### src/rtl/binary_box_detect_if.sv
// Pixel-stream bundle for binary_box_detect: the binarized input stream, its
// 1-cycle delayed copy and the per-frame bounding-box results.
interface binary_box_detect_if #(
    parameter int H_W = 11,
    parameter int V_W = 11
);
    logic           per_frame_vsync;
    logic           per_frame_href;
    logic           per_frame_clken;
    logic           per_img_Bit;
    logic           post_frame_vsync;
    logic           post_frame_href;
    logic           post_frame_clken;
    logic           post_img_Bit;
    logic           box_valid;
    logic           box_found;
    logic [H_W-1:0] box_x_min;
    logic [H_W-1:0] box_x_max;
    logic [V_W-1:0] box_y_min;
    logic [V_W-1:0] box_y_max;

    modport master (
        output per_frame_vsync, per_frame_href, per_frame_clken, per_img_Bit,
        input  post_frame_vsync, post_frame_href, post_frame_clken, post_img_Bit,
        input  box_valid, box_found, box_x_min, box_x_max, box_y_min, box_y_max
    );

    modport slave (
        input  per_frame_vsync, per_frame_href, per_frame_clken, per_img_Bit,
        output post_frame_vsync, post_frame_href, post_frame_clken, post_img_Bit,
        output box_valid, box_found, box_x_min, box_x_max, box_y_min, box_y_max
    );
endinterface

### src/rtl/binary_box_detect.sv
// Per-frame bounding box of foreground pixels in a 1-bit video stream.
// Define BBOX_MINCNT_EN to require at least MIN_COUNT foreground pixels per box.
module binary_box_detect #(
    parameter int H_W       = 11,
    parameter int V_W       = 11,
    parameter int MIN_COUNT = 16
) (
    input logic                clk,
    input logic                rst,
    binary_box_detect_if.slave bus
);

    typedef enum logic [1:0] {
        IDLE   = 2'd0,
        ACTIVE = 2'd1,
        DONE   = 2'd2
    } state_t;

    localparam logic [H_W-1:0] X_ALL  = {H_W{1'b1}};
    localparam logic [H_W-1:0] X_ZERO = {H_W{1'b0}};
    localparam logic [H_W-1:0] X_ONE  = {{(H_W-1){1'b0}}, 1'b1};
    localparam logic [V_W-1:0] Y_ALL  = {V_W{1'b1}};
    localparam logic [V_W-1:0] Y_ZERO = {V_W{1'b0}};
    localparam logic [V_W-1:0] Y_ONE  = {{(V_W-1){1'b0}}, 1'b1};

    state_t         state_r, state_nxt_s;
    logic           vsync_r, href_r, clken_r, bit_r;
    logic           pix_s, fg_s, rise_s, fall_s;
    logic           start_s, done_s, upd_s, found_s;
    logic [H_W-1:0] x_cnt_r, x_min_r, x_max_r;
    logic [H_W-1:0] x_min_base_s, x_max_base_s, x_min_nxt_s, x_max_nxt_s;
    logic [V_W-1:0] y_cnt_r, y_min_r, y_max_r;
    logic [V_W-1:0] y_min_base_s, y_max_base_s, y_min_nxt_s, y_max_nxt_s;
    logic           box_valid_r, box_found_r;
    logic [H_W-1:0] box_x_min_r, box_x_max_r;
    logic [V_W-1:0] box_y_min_r, box_y_max_r;

    assign pix_s  = bus.per_frame_vsync & bus.per_frame_href & bus.per_frame_clken;
    assign fg_s   = pix_s & bus.per_img_Bit;
    assign rise_s = bus.per_frame_vsync & ~vsync_r;
    assign fall_s = ~bus.per_frame_vsync & vsync_r;
    // A pixel on the very cycle vsync rises belongs to the new frame.
    assign upd_s  = fg_s & (start_s | (state_r == ACTIVE));

    // Input pass-through delay; vsync_r/href_r double as edge-detect history
    always_ff @(posedge clk) begin
        if (rst) begin
            vsync_r <= 1'b0;
            href_r  <= 1'b0;
            clken_r <= 1'b0;
            bit_r   <= 1'b0;
        end else begin
            vsync_r <= bus.per_frame_vsync;
            href_r  <= bus.per_frame_href;
            clken_r <= bus.per_frame_clken;
            bit_r   <= bus.per_img_Bit;
        end
    end

    // Column counter: counts enabled pixels within a line, saturating
    always_ff @(posedge clk) begin
        if (rst) begin
            x_cnt_r <= X_ZERO;
        end else if (!bus.per_frame_href) begin
            x_cnt_r <= X_ZERO;
        end else if (pix_s && (x_cnt_r != X_ALL)) begin
            x_cnt_r <= x_cnt_r + X_ONE;
        end else begin
            x_cnt_r <= x_cnt_r;
        end
    end

    // Row counter: advances on each line end inside the frame, saturating
    always_ff @(posedge clk) begin
        if (rst) begin
            y_cnt_r <= Y_ZERO;
        end else if (!bus.per_frame_vsync) begin
            y_cnt_r <= Y_ZERO;
        end else if (href_r && !bus.per_frame_href && (y_cnt_r != Y_ALL)) begin
            y_cnt_r <= y_cnt_r + Y_ONE;
        end else begin
            y_cnt_r <= y_cnt_r;
        end
    end

    // FSM state register
    always_ff @(posedge clk) begin
        if (rst) begin
            state_r <= IDLE;
        end else begin
            state_r <= state_nxt_s;
        end
    end

    // FSM next-state and frame start/end strobes
    always_comb begin
        state_nxt_s = state_r;
        start_s     = 1'b0;
        done_s      = 1'b0;
        case (state_r)
            IDLE: begin
                if (rise_s) begin
                    state_nxt_s = ACTIVE;
                    start_s     = 1'b1;
                end else begin
                    state_nxt_s = IDLE;
                end
            end
            ACTIVE: begin
                if (fall_s) begin
                    state_nxt_s = DONE;
                    done_s      = 1'b1;
                end else begin
                    state_nxt_s = ACTIVE;
                end
            end
            DONE: begin
                state_nxt_s = IDLE;
            end
            default: begin
                state_nxt_s = IDLE;
            end
        endcase
    end

    // Accumulators restart from empty-box values at frame start, then fold in the pixel
    assign x_min_base_s = start_s ? X_ALL  : x_min_r;
    assign x_max_base_s = start_s ? X_ZERO : x_max_r;
    assign y_min_base_s = start_s ? Y_ALL  : y_min_r;
    assign y_max_base_s = start_s ? Y_ZERO : y_max_r;
    assign x_min_nxt_s  = (upd_s && (x_cnt_r < x_min_base_s)) ? x_cnt_r : x_min_base_s;
    assign x_max_nxt_s  = (upd_s && (x_cnt_r > x_max_base_s)) ? x_cnt_r : x_max_base_s;
    assign y_min_nxt_s  = (upd_s && (y_cnt_r < y_min_base_s)) ? y_cnt_r : y_min_base_s;
    assign y_max_nxt_s  = (upd_s && (y_cnt_r > y_max_base_s)) ? y_cnt_r : y_max_base_s;

`ifdef BBOX_MINCNT_EN
    localparam logic [19:0] CNT_ALL   = 20'hFFFFF;
    localparam logic [19:0] CNT_ONE   = 20'd1;
    localparam logic [19:0] MIN_CNT_L = 20'(MIN_COUNT);

    logic [19:0] cnt_r, cnt_base_s, cnt_nxt_s;

    assign cnt_base_s = start_s ? 20'd0 : cnt_r;
    assign cnt_nxt_s  = (upd_s && (cnt_base_s != CNT_ALL)) ? (cnt_base_s + CNT_ONE) : cnt_base_s;
    assign found_s    = (cnt_r >= MIN_CNT_L);

    // Foreground pixel counter for noise rejection
    always_ff @(posedge clk) begin
        if (rst) begin
            cnt_r <= 20'd0;
        end else begin
            cnt_r <= cnt_nxt_s;
        end
    end
`else
    logic seen_r, seen_nxt_s;

    assign seen_nxt_s = (start_s ? 1'b0 : seen_r) | upd_s;
    assign found_s    = seen_r;

    // Any-foreground flag for the current frame
    always_ff @(posedge clk) begin
        if (rst) begin
            seen_r <= 1'b0;
        end else begin
            seen_r <= seen_nxt_s;
        end
    end
`endif

    // Min/max accumulators
    always_ff @(posedge clk) begin
        if (rst) begin
            x_min_r <= X_ZERO;
            x_max_r <= X_ZERO;
            y_min_r <= Y_ZERO;
            y_max_r <= Y_ZERO;
        end else begin
            x_min_r <= x_min_nxt_s;
            x_max_r <= x_max_nxt_s;
            y_min_r <= y_min_nxt_s;
            y_max_r <= y_max_nxt_s;
        end
    end

    // Result registers load on entry to DONE so the pulse lands one cycle after vsync falls
    always_ff @(posedge clk) begin
        if (rst) begin
            box_valid_r <= 1'b0;
            box_found_r <= 1'b0;
            box_x_min_r <= X_ZERO;
            box_x_max_r <= X_ZERO;
            box_y_min_r <= Y_ZERO;
            box_y_max_r <= Y_ZERO;
        end else if (done_s) begin
            box_valid_r <= 1'b1;
            box_found_r <= found_s;
            box_x_min_r <= found_s ? x_min_r : X_ZERO;
            box_x_max_r <= found_s ? x_max_r : X_ZERO;
            box_y_min_r <= found_s ? y_min_r : Y_ZERO;
            box_y_max_r <= found_s ? y_max_r : Y_ZERO;
        end else begin
            box_valid_r <= 1'b0;
        end
    end

    assign bus.post_frame_vsync = vsync_r;
    assign bus.post_frame_href  = href_r;
    assign bus.post_frame_clken = clken_r;
    assign bus.post_img_Bit     = bit_r;
    assign bus.box_valid        = box_valid_r;
    assign bus.box_found        = box_found_r;
    assign bus.box_x_min        = box_x_min_r;
    assign bus.box_x_max        = box_x_max_r;
    assign bus.box_y_min        = box_y_min_r;
    assign bus.box_y_max        = box_y_max_r;

endmodule

### src/flat_wrapper.sv
// flat-port wrapper written by rule: the top's interface ports become plain ports
module binary_box_detect_flat 
#(
    parameter int H_W       = 11,
    parameter int V_W       = 11,
    parameter int MIN_COUNT = 16
)
  (clk, rst, bus_per_frame_vsync, bus_per_frame_href, bus_per_frame_clken, bus_per_img_Bit, bus_post_frame_vsync, bus_post_frame_href, bus_post_frame_clken, bus_post_img_Bit, bus_box_valid, bus_box_found, bus_box_x_min, bus_box_x_max, bus_box_y_min, bus_box_y_max);
  binary_box_detect_if #(.H_W(H_W), .V_W(V_W)) bus_i ();
  input logic clk;
  input logic rst;
  input wire logic [$bits(bus_i.per_frame_vsync)-1:0] bus_per_frame_vsync;
  input wire logic [$bits(bus_i.per_frame_href)-1:0] bus_per_frame_href;
  input wire logic [$bits(bus_i.per_frame_clken)-1:0] bus_per_frame_clken;
  input wire logic [$bits(bus_i.per_img_Bit)-1:0] bus_per_img_Bit;
  output wire logic [$bits(bus_i.post_frame_vsync)-1:0] bus_post_frame_vsync;
  output wire logic [$bits(bus_i.post_frame_href)-1:0] bus_post_frame_href;
  output wire logic [$bits(bus_i.post_frame_clken)-1:0] bus_post_frame_clken;
  output wire logic [$bits(bus_i.post_img_Bit)-1:0] bus_post_img_Bit;
  output wire logic [$bits(bus_i.box_valid)-1:0] bus_box_valid;
  output wire logic [$bits(bus_i.box_found)-1:0] bus_box_found;
  output wire logic [$bits(bus_i.box_x_min)-1:0] bus_box_x_min;
  output wire logic [$bits(bus_i.box_x_max)-1:0] bus_box_x_max;
  output wire logic [$bits(bus_i.box_y_min)-1:0] bus_box_y_min;
  output wire logic [$bits(bus_i.box_y_max)-1:0] bus_box_y_max;
  assign bus_i.per_frame_vsync = bus_per_frame_vsync;
  assign bus_i.per_frame_href = bus_per_frame_href;
  assign bus_i.per_frame_clken = bus_per_frame_clken;
  assign bus_i.per_img_Bit = bus_per_img_Bit;
  assign bus_post_frame_vsync = bus_i.post_frame_vsync;
  assign bus_post_frame_href = bus_i.post_frame_href;
  assign bus_post_frame_clken = bus_i.post_frame_clken;
  assign bus_post_img_Bit = bus_i.post_img_Bit;
  assign bus_box_valid = bus_i.box_valid;
  assign bus_box_found = bus_i.box_found;
  assign bus_box_x_min = bus_i.box_x_min;
  assign bus_box_x_max = bus_i.box_x_max;
  assign bus_box_y_min = bus_i.box_y_min;
  assign bus_box_y_max = bus_i.box_y_max;
  binary_box_detect #(.H_W(H_W), .V_W(V_W), .MIN_COUNT(MIN_COUNT)) u_core (.clk(clk), .rst(rst), .bus(bus_i));
endmodule
### config.mk
export PLATFORM = sky130hd
export DESIGN_NAME = binary_box_detect_flat
export DESIGN_NICKNAME = d
export VERILOG_FILES = /design/src/rtl/binary_box_detect_if.sv /design/src/rtl/binary_box_detect.sv /design/src/flat_wrapper.sv
export SDC_FILE = /design/constraint.sdc
export NUM_CORES = 1
export LEC_CHECK = 0
export BUFFER_PORTS_ARGS = -buffer_cell sky130_fd_sc_hd__buf_2
export CAP_MARGIN = 20
export CORE_ASPECT_RATIO = 0.5
export CORE_MARGIN = 4
export CORE_UTILIZATION = 59
export DETAILED_ROUTE_END_ITERATION = 8
export GPL_TIMING_DRIVEN = 0
export HOLD_SLACK_MARGIN = 0.12
export PLACE_DENSITY = 0.8
export REMOVE_ABC_BUFFERS = 1
export SYNTH_ARGS = -nofsm -noshare
export SYNTH_HDL_FRONTEND = slang
export SYNTH_SLANG_ARGS = --single-unit
### constraint.sdc
create_clock -name clk -period 2.78 [get_ports clk]
set_input_delay 0.556 -clock clk [delete_from_list [all_inputs] [get_ports clk]]
set_output_delay 0.556 -clock clk [all_outputs]
set_load 0.02 [all_outputs]
==> results of run 1 <==
## cell usage in the layout (no fill, tap or decap), types with 7 or more instances in the layout
| cell | n |
|---|---|
| dfxtp_1 | 118 |
| nand2_1 | 107 |
| a21oi_1 | 63 |
| nand3_1 | 58 |
| buf_2 | 54 |
| nor2_1 | 50 |
| mux2i_1 | 45 |
| ha_1 | 44 |
| nand2b_1 | 26 |
| or2_2 | 20 |
| clkbuf_16 | 17 |
| xor2_1 | 12 |
| nand4_1 | 10 |
| inv_1 | 9 |
| nor2b_1 | 8 |
| nor3_1 | 7 |
## repair_timing
action	in CTS	in global routing
pin swaps	3	1
endpoints found under the setup margin	44	22
setup buffers	4	1
gates cloned	0	0
gates resized for setup	1	1
## synth_stat cells, drive strengths merged (2+ instances only)
cell type  number  area, µm²
a211oi          6      45.04
a21oi          63      315.3
a41oi           2      25.03
and3            6      37.54
and4            3      26.28
buf            13      83.83
clkbuf         25      93.84
dfxtp         119       2382
ha             44      550.5
inv             9      33.78
mux2i          45      450.4
nand2         108      405.4
nand2b         26      162.7
nand3          58      290.3
nand4          10      62.56
nor2           51      191.4
nor2b           8      50.05
nor3            7      35.03
nor4b           3      47.54
o211ai          2      15.01
o21ai           6      30.03
o21bai          2      15.01
o31ai           3      22.52
or2            20      125.1
xnor2           4      35.03
xor2           12      105.1
## worst max-delay path: stages (launching register included)
cell and delay, ns:
dfxtp_1 0.37, nor2b_1 0.31, nand2_4 0.25, nand2_1 0.14, ha_1 0.25, a21o_1 0.18
nand3_1 0.07, a21oi_1 0.06, o41a_2 0.65, mux2i_1 0.18
## power groups by stage
| stage | Combinational, mW | Sequential [mW] | Clock, mW |
|---|---|---|---|
| finish | 0.239 | 1.77 | 2.29 |
| global placement | 0.209 | 1.80 | 0 |
| global route | 0.265 | 1.77 | 2.39 |
| floorplan | 0.140 | 1.80 | 0 |
| detailed placement | 0.229 | 1.80 | 0 |
| CTS | 0.236 | 1.77 | 2.31 |
## final cells by class
class,instances,area share
Tap cell,135,0.02471
Clock inverter,9,0.01757
Timing Repair Buffer,69,0.06443
Inverter,9,0.004942
Sequential cell,119,0.3487
Multi-Input combinational cell,501,0.4668
Clock buffer,23,0.07285
## metrics by stage
stage               setup TNS (ns)  hold WS, ns  instance area [µm²]  cells  total power, mW
detailed placement          -22.85       0.4399                 6160    828            2.032
global placement           -110.95       0.4352                 6032    819            2.009
CTS                              0       0.3859                 6810    864            4.309
finish                           0       0.3893                 6835    865            4.300
floorplan                   -14.86       0.4438                 5588    629            1.940
global route                     0       0.4114                 6835    865            4.422
## path summary, 6_finish.rpt
check | slack [ns] | cells after the start | from | to
worst min-delay path | 0.39 | 2 | bus_per_frame_clken | u_core.bus.post_frame_clken
worst max register to register | 0.17 | 9 | u_core.bus.post_frame_vsync | u_core.x_max_r[3]
worst min register to register | 0.44 | 2 | u_core.bus.box_y_max[7] | u_core.bus.box_y_max[7]
worst max-delay path | 0.17 | 9 | u_core.bus.post_frame_vsync | u_core.x_max_r[3]
## per-layer routing
metal,up-vias,wire [µm],track usage
met5,-,0,0
met3,23,486,0.05426
met2,87,6473,0.4217
met1,2296,6146,0.3075
li1,2409,-,-
met4,0,201,0.08364
## cells by family after synthesis
kind of cell | after synthesis | share of synthesized area
adder cells (fa/ha/maj) | 45 | 0.09722
multiplexers | 45 | 0.07812
XOR/XNOR | 16 | 0.02430
flip-flops | 119 | 0.4132
buffers and inverters | 47 | 0.03667
AND/OR/NAND/NOR | 305 | 0.2552
AO/OA/AOI/OAI | 90 | 0.09527
==> results.toml, run 1 <==
[sta]
period_needed_ns = 2.606
fmax_mhz = 383.8
slew_violations = 0
finClkSkew_ns = 0.007041
setup_viol = 0
finalCritPeriodShare = 0.9373
grt_setup_unrepaired = "false"
relSlewSlack = 0.3990
tightestPinTransition_ns = 0.9015
hold_viol = 0
fin_ws_ns = 0.1742

[cts]
clk_pin_slew_ns = 0.05
htreeDepth = 4
tritoncts = "yes"
cts.hold.buffers_added = 0
numClockSinks = 119
clock-root-buffer = "clkbuf_16"
cts_buffers = 17
clockBufferDepth = 2
clk_latency_ns = 0.42

[routing]
wl_mm = 13.31
drc = 0
vias = 4815
ant_nets = 0
drt-initial-drc-count = 265
post_drt_wl_per_cell_um = 15.38
drt-vias-per-instance = 5.566
dr.pass1.iters = 5

[cells_and_area]
num-nets-final = 767
fillers = 716
regArea_um2 = 2384
diodes = 0
layout-drive-gt1-share = 0.1781
areaGrowthSynthToFinish_pct = 18.55
fin_util = 0.7212
multi_input_area_um2 = 3191

[pwr]
clkPwrFrac = 0.534
p_seq_frac = 0.411
p_int_mw = 3.351
p_per_area_nw_per_um2 = 629.1
power_leakage_nw = 2.822
switching_share = 0.2207
switchingPower_mw = 0.9492
vdd_drop_max_mv = 0.4641
p_comb_frac = 0.056

[floorplanning]
fp-row-count = 25
die_x_um = 147.8
start_util = 0.6083
io_pins = 56
die-height_um = 77.90
dieArea_um2 = 11510
core_um2 = 9478

[critical_path]
crit_path_end_kind = "flip-flop"
cp-start-kind = "flip-flop"
crit_arrival_ns = 2.89
crit_path_max_fanout = 21
crit_required_ns = 3.07
criticalPathCategory = "reg2reg"

[placement]
gp_congestion = 0.8382
place_ws_ns = -0.7422
dpl.hpwl_mm = 8.801
io_buffers = 55

[synthesis]
synth_cells = 667
ys_seq_area_frac = 0.4132
synth_cell_types = 44
postSynthAreaPerCell_um2 = 8.644
synth_edf_count = 0
ys_async_sr_fraction = 0
ys.flop_type = "dfxtp_1"
synth_area_um2 = 5766
synth_warnings = 0
synth_seq_cells = 119

[outcome]
outcome = "complete, no violations"

[hold_path]
min-delay-path-class = "in2reg"

[flow_run]
cap_violations = 0

[global_routing]
antenna_found_initial = 0
grt_use_total = 0.2455
grt_pass1_wl_mm = 22.98
grt.overflow.total = 0
grt_max_degree = 99
grt_pass1_vias = 4764
Power figures use the tool's default switching activity.
==> run 2: changes to the inputs <==
--- a/config.mk
+++ b/config.mk
@@ -7,7 +7,7 @@
 export LEC_CHECK = 0
 export BUFFER_PORTS_ARGS = -buffer_cell sky130_fd_sc_hd__buf_2
 export CAP_MARGIN = 20
-export CORE_ASPECT_RATIO = 0.5
+export CORE_ASPECT_RATIO = 0.8
 export CORE_MARGIN = 4
 export CORE_UTILIZATION = 59
 export DETAILED_ROUTE_END_ITERATION = 8
==> results.toml, run 2 (same netlist as run 1, synthesis figures left out) <==
[outcome]
outcome = "complete, no violations"

[floorplanning]
io_pins = 56
die_x_um = 118.5
core_um2 = 9270
die-height_um = 96.42
start_util = 0.6219
fp-row-count = 31
dieArea_um2 = 11430

[pwr]
p_total_mw = 4.240
p_per_area_nw_per_um2 = 620.4
vdd_drop_max_mv = 0.4713
power_leakage_nw = 2.819

[cts]
clk_pin_slew_ns = 0.05
htreeDepth = 4
tritoncts = "yes"
numClockSinks = 119
clock-root-buffer = "clkbuf_16"
clk_latency_ns = 0.41
cts_buffers = 17
clockBufferDepth = 2

[sta]
tightestPinTransition_ns = 0.8863
finClkSkew_ns = 0.007919
fmax_mhz = 381.3
slew_violations = 0
relSlewSlack = 0.4091
holdWs_ns = 0.3921
finalSetupTns_ns = 0
setup_viol = 0
hold_viol = 0
finalCritPeriodShare = 0.9434
period_needed_ns = 2.623

[routing]
dr.pass1.iters = 5
wl_mm = 14.44
post_drt_wl_per_cell_um = 17.08
ant_nets = 0
drc = 0
vias = 4953
drt-vias-per-instance = 5.862
drt-initial-drc-count = 440

[global_routing]
grt_pass1_wl_mm = 23.99
antenna_found_initial = 0
grt_max_degree = 55
grt_pass1_vias = 4873
grt.overflow.total = 0
grt_use_total = 0.2619

[critical_path]
r2r-end = "u_core.x_min_r[2]"
criticalPathCategory = "reg2reg"
crit_arrival_ns = 2.91
crit_end = "u_core.x_min_r[2]"
cp-start-kind = "flip-flop"
reg2reg_slack_ns = 0.16
critPathLaunch = "u_core.state_r[1]"
crit_path_max_fanout = 5
crit_required_ns = 3.07
worstReg2RegStart = "u_core.state_r[1]"
r2r_cells = 11
crit_path_end_kind = "flip-flop"

[cells_and_area]
final_cell_mix = "dfxtp_1, nand2_1, a21oi_1"
areaGrowthSynthToFinish_pct = 18.53
layout-drive-gt1-share = 0.1808
fin_util = 0.7372
final_area_um2 = 6834
final_common_cell = "dfxtp_1"
diodes = 0
num-nets-final = 769

[placement]
gp_congestion = 0.8847
dpl.hpwl_mm = 9.461
io_buffers = 55
dpl_cell_area_um2 = 6141

[flow_run]
cap_violations = 0

[hold_path]
min-delay-path-class = "in2reg"
run 2: changes by cell type in the layout (fill, tap and decap cells not counted):
cell	change
buf_12	+2
clkbuf_8	-2
buf_2	+1
nor3_2	+1
clkinv_2	-2
a21oi_2	+1
buf_6	-2
a21oi_1	-1
nor3_1	-1
buf_8	+1
clkinvlp_4	+2
run 2: worst min-delay path by stage:
stage / slack [ns] / start / end / cells past startpoint
floorplan: 0.44 / u_core.x_max_r[0] / u_core.x_max_r[0] / 2
global placement: 0.43 / u_core.bus.box_y_max[4] / u_core.bus.box_y_max[4] / 2
detailed placement: 0.44 / u_core.bus.box_y_min[4] / u_core.bus.box_y_min[4] / 2
CTS: 0.38 / bus_per_frame_clken / u_core.bus.post_frame_clken / 2
global route: 0.43 / bus_per_frame_clken / u_core.bus.post_frame_clken / 2
finish: 0.39 / bus_per_frame_clken / u_core.bus.post_frame_clken / 2
run 2: through the flow:
stage	std cells	setup slack, ns
floorplan	629	-0.2998
detailed placement	808	-0.8589
global route	845	-0.02038
global placement	799	-1.672
CTS	844	0.0004556
finish	845	0.1572
run 2: power by group:
part	total (mW)	switching [mW]	internal, mW
registers	1.77	0.0271	1.74
logic	0.251	0.152	0.0989
clock network	2.22	0.758	1.46
total	4.24	0.937	3.30
run 2: worst max-delay path: stages, from the launching register on:
cell and delay [ns]:
dfxtp_1 0.39, nor4b_4 0.33, buf_4 0.20, buf_12 0.11
nor2_1 0.05, ha_1 0.29, a21oi_1 0.18, nor2_1 0.08
a211oi_1 0.33, o211ai_1 0.21, buf_4 0.21, mux2i_1 0.12
run 2: cell type report:
class | count | area, µm²
timing repair buffer | 71 | 478.0
clock inverter | 9 | 125.1
clock buffer | 21 | 470.5
sequential | 119 | 2384
inverter | 9 | 33.78
tap | 115 | 143.9
multi-input combinational | 501 | 3199
fill | 653 | 2436
run 2: metal layers:
metal / track usage / share of wire / vias up / routed length [µm]
met5: 0 / 0 / - / 0
met3: 0.05646 / 0.060 / 34 / 862
li1: - / - / 2406 / -
met1: 0.3492 / 0.47 / 2330 / 6762
met4: 0.1119 / 0.021 / 0 / 302
met2: 0.4165 / 0.45 / 183 / 6508
run 2: what timing repair did:
action | 4_1_cts | 5_1_grt
resized for setup | 1 | 4
endpoints found under the setup margin | 44 | 39
hold buffers | 0 | 0
setup buffers | 6 | 1
pin swaps | 3 | 1
==> run 3: changes to the inputs <==
--- a/config.mk
+++ b/config.mk
@@ -9,11 +9,11 @@
 export CAP_MARGIN = 20
 export CORE_ASPECT_RATIO = 0.8
 export CORE_MARGIN = 4
-export CORE_UTILIZATION = 59
+export CORE_UTILIZATION = 40
 export DETAILED_ROUTE_END_ITERATION = 8
 export GPL_TIMING_DRIVEN = 0
 export HOLD_SLACK_MARGIN = 0.12
-export PLACE_DENSITY = 0.8
+export PLACE_DENSITY = 0.58
 export REMOVE_ABC_BUFFERS = 1
 export SYNTH_ARGS = -nofsm -noshare
 export SYNTH_HDL_FRONTEND = slang
==> results.toml, run 3 (same netlist as run 1, synthesis figures left out) <==
[critical_path]
criticalPathCategory = "in2reg"
crit_path_max_fanout = 21
cp-start-kind = "input port"
r2r_cells = 9
worstReg2RegStart = "u_core.bus.post_frame_vsync"
crit_arrival_ns = 2.90
reg2reg_slack_ns = 0.18
r2r-end = "u_core.x_max_r[0]"
crit_required_ns = 3.06
crit_path_end_kind = "flip-flop"

[cts]
cts.hold.buffers_added = 0
cts_buffers = 17
clockBufferDepth = 2
clock-root-buffer = "clkbuf_16"
numClockSinks = 119
clk_latency_ns = 0.41
tritoncts = "yes"
clk_pin_slew_ns = 0.06
htreeDepth = 4

[routing]
wl_mm = 14.34
vias = 4772
ant_nets = 0
drc = 0
dr.pass1.iters = 5
drt-initial-drc-count = 323
drt-vias-per-instance = 5.187
post_drt_wl_per_cell_um = 15.59

[floorplanning]
dieArea_um2 = 16410
fp-row-count = 38
core_um2 = 13840
die_x_um = 142.2
io_pins = 56
die-height_um = 115.4
start_util = 0.4167

[sta]
hold_viol = 0
relSlewSlack = 0.3462
fin_ws_ns = 0.1661
slew_violations = 0
tightestPinTransition_ns = 0.9765
finClkSkew_ns = 0.004941
finalSetupTns_ns = 0
fmax_mhz = 382.6
period_needed_ns = 2.614
setup_viol = 0
finalCritPeriodShare = 0.9403

[cells_and_area]
layout-drive-gt1-share = 0.1986
diodes = 0
areaGrowthSynthToFinish_pct = 21.33
num-nets-final = 777
final_cell_mix = "dfxtp_1, nand2_1, a21oi_1"
final_common_cell = "dfxtp_1"

[hold_path]
min_to = "u_core.bus.post_frame_clken"
hold_depth = 2
hp-start = "bus_per_frame_clken"
min-delay-path-class = "in2reg"

[global_routing]
met1_usage = 0.2635
grt_use_total = 0.1844
grt_max_degree = 99
met3_usage = 0.05281
grt_pass1_wl_mm = 23.91
antenna_found_initial = 0
met2_usage = 0.2682
grt.overflow.total = 0
grt-busiest-layer = "met2"
grt_pass1_vias = 4670

[placement]
io_buffers = 55
place_ws_ns = -0.9850
dpl.hpwl_mm = 9.568
gp_congestion = 0.8156

[pwr]
vdd_drop_max_mv = 0.4352
power_leakage_nw = 2.862
p_per_area_nw_per_um2 = 615.3

[flow_run]
cap_violations = 0

[outcome]
outcome = "complete, no violations"
run 3: changes by cell type in the layout (fill, tap and decap cells not counted), sizes merged:
cell	delta
buf	+8
clkbuf	+3
clkinvlp	-1
run 3: metrics by stage:
stage	instances	power (mW)	area [µm²]	hold WS (ns)	util
floorplan	629	1.940	5588	0.4438	-
global placement	864	2.015	6088	0.4359	0.4400
detailed placement	873	2.034	6212	0.4413	0.4490
CTS	913	4.330	6907	0.3815	0.4992
global route	920	4.467	6995	0.4069	0.5056
finish	920	4.305	6995	0.3927	0.5056
run 3: critical path, cell delays in order:
cell     delay (ns)
buf_2          0.18
nor2b_1        0.32
nand2_4        0.24
nand2_1        0.13
ha_1           0.25
a21o_1         0.19
nand3_1        0.08
a21oi_1        0.07
o41a_2         0.67
mux2i_1        0.19
run 3: timing repair:
| action | in CTS | in global routing |
|---|---|---|
| setup buffers | 8 | 7 |
| pin swaps | 4 | 2 |
| gates resized for setup | 1 | 9 |
| endpoints found under the setup margin | 44 | 32 |
run 3: how the worst max path moves through the flow:
stage	endpoint	slack, ns	start
final	u_core.x_max_r[0]	0.17	bus_per_frame_vsync
after global routing	u_core.x_min_r[0]	-0.02	u_core.state_r[1]
after CTS	u_core.x_min_r[2]	0.005	u_core.state_r[1]
after detailed placement	u_core.x_min_r[2]	-0.99	bus_per_frame_vsync
after global placement	u_core.bus.box_x_min[7]	-1.88	bus_per_frame_vsync
after floorplan	u_core.x_min_r[0]	-0.30	bus_per_frame_vsync
run 3: cell type report:
type / instances / area [µm²]
inverter: 9 / 33.78
tap: 180 / 225.2
sequential: 119 / 2386
clock buffer: 24 / 501.7
fill: 1283 / 6840
clock inverter: 8 / 117.6
multi-input combinational: 501 / 3219
timing repair buffer: 79 / 511.7
run 3: metal layers:
layer | part of all wire | vias up
met5 | 0 | -
met4 | 0.015 | 0
met3 | 0.052 | 18
met2 | 0.41 | 110
met1 | 0.52 | 2221
li1 | - | 2423
run 3: report_power, final:
| part | switching (mW) | internal (mW) |
|---|---|---|
| logic | 0.153 | 0.0988 |
| clock network | 0.762 | 1.52 |
| registers | 0.0269 | 1.74 |
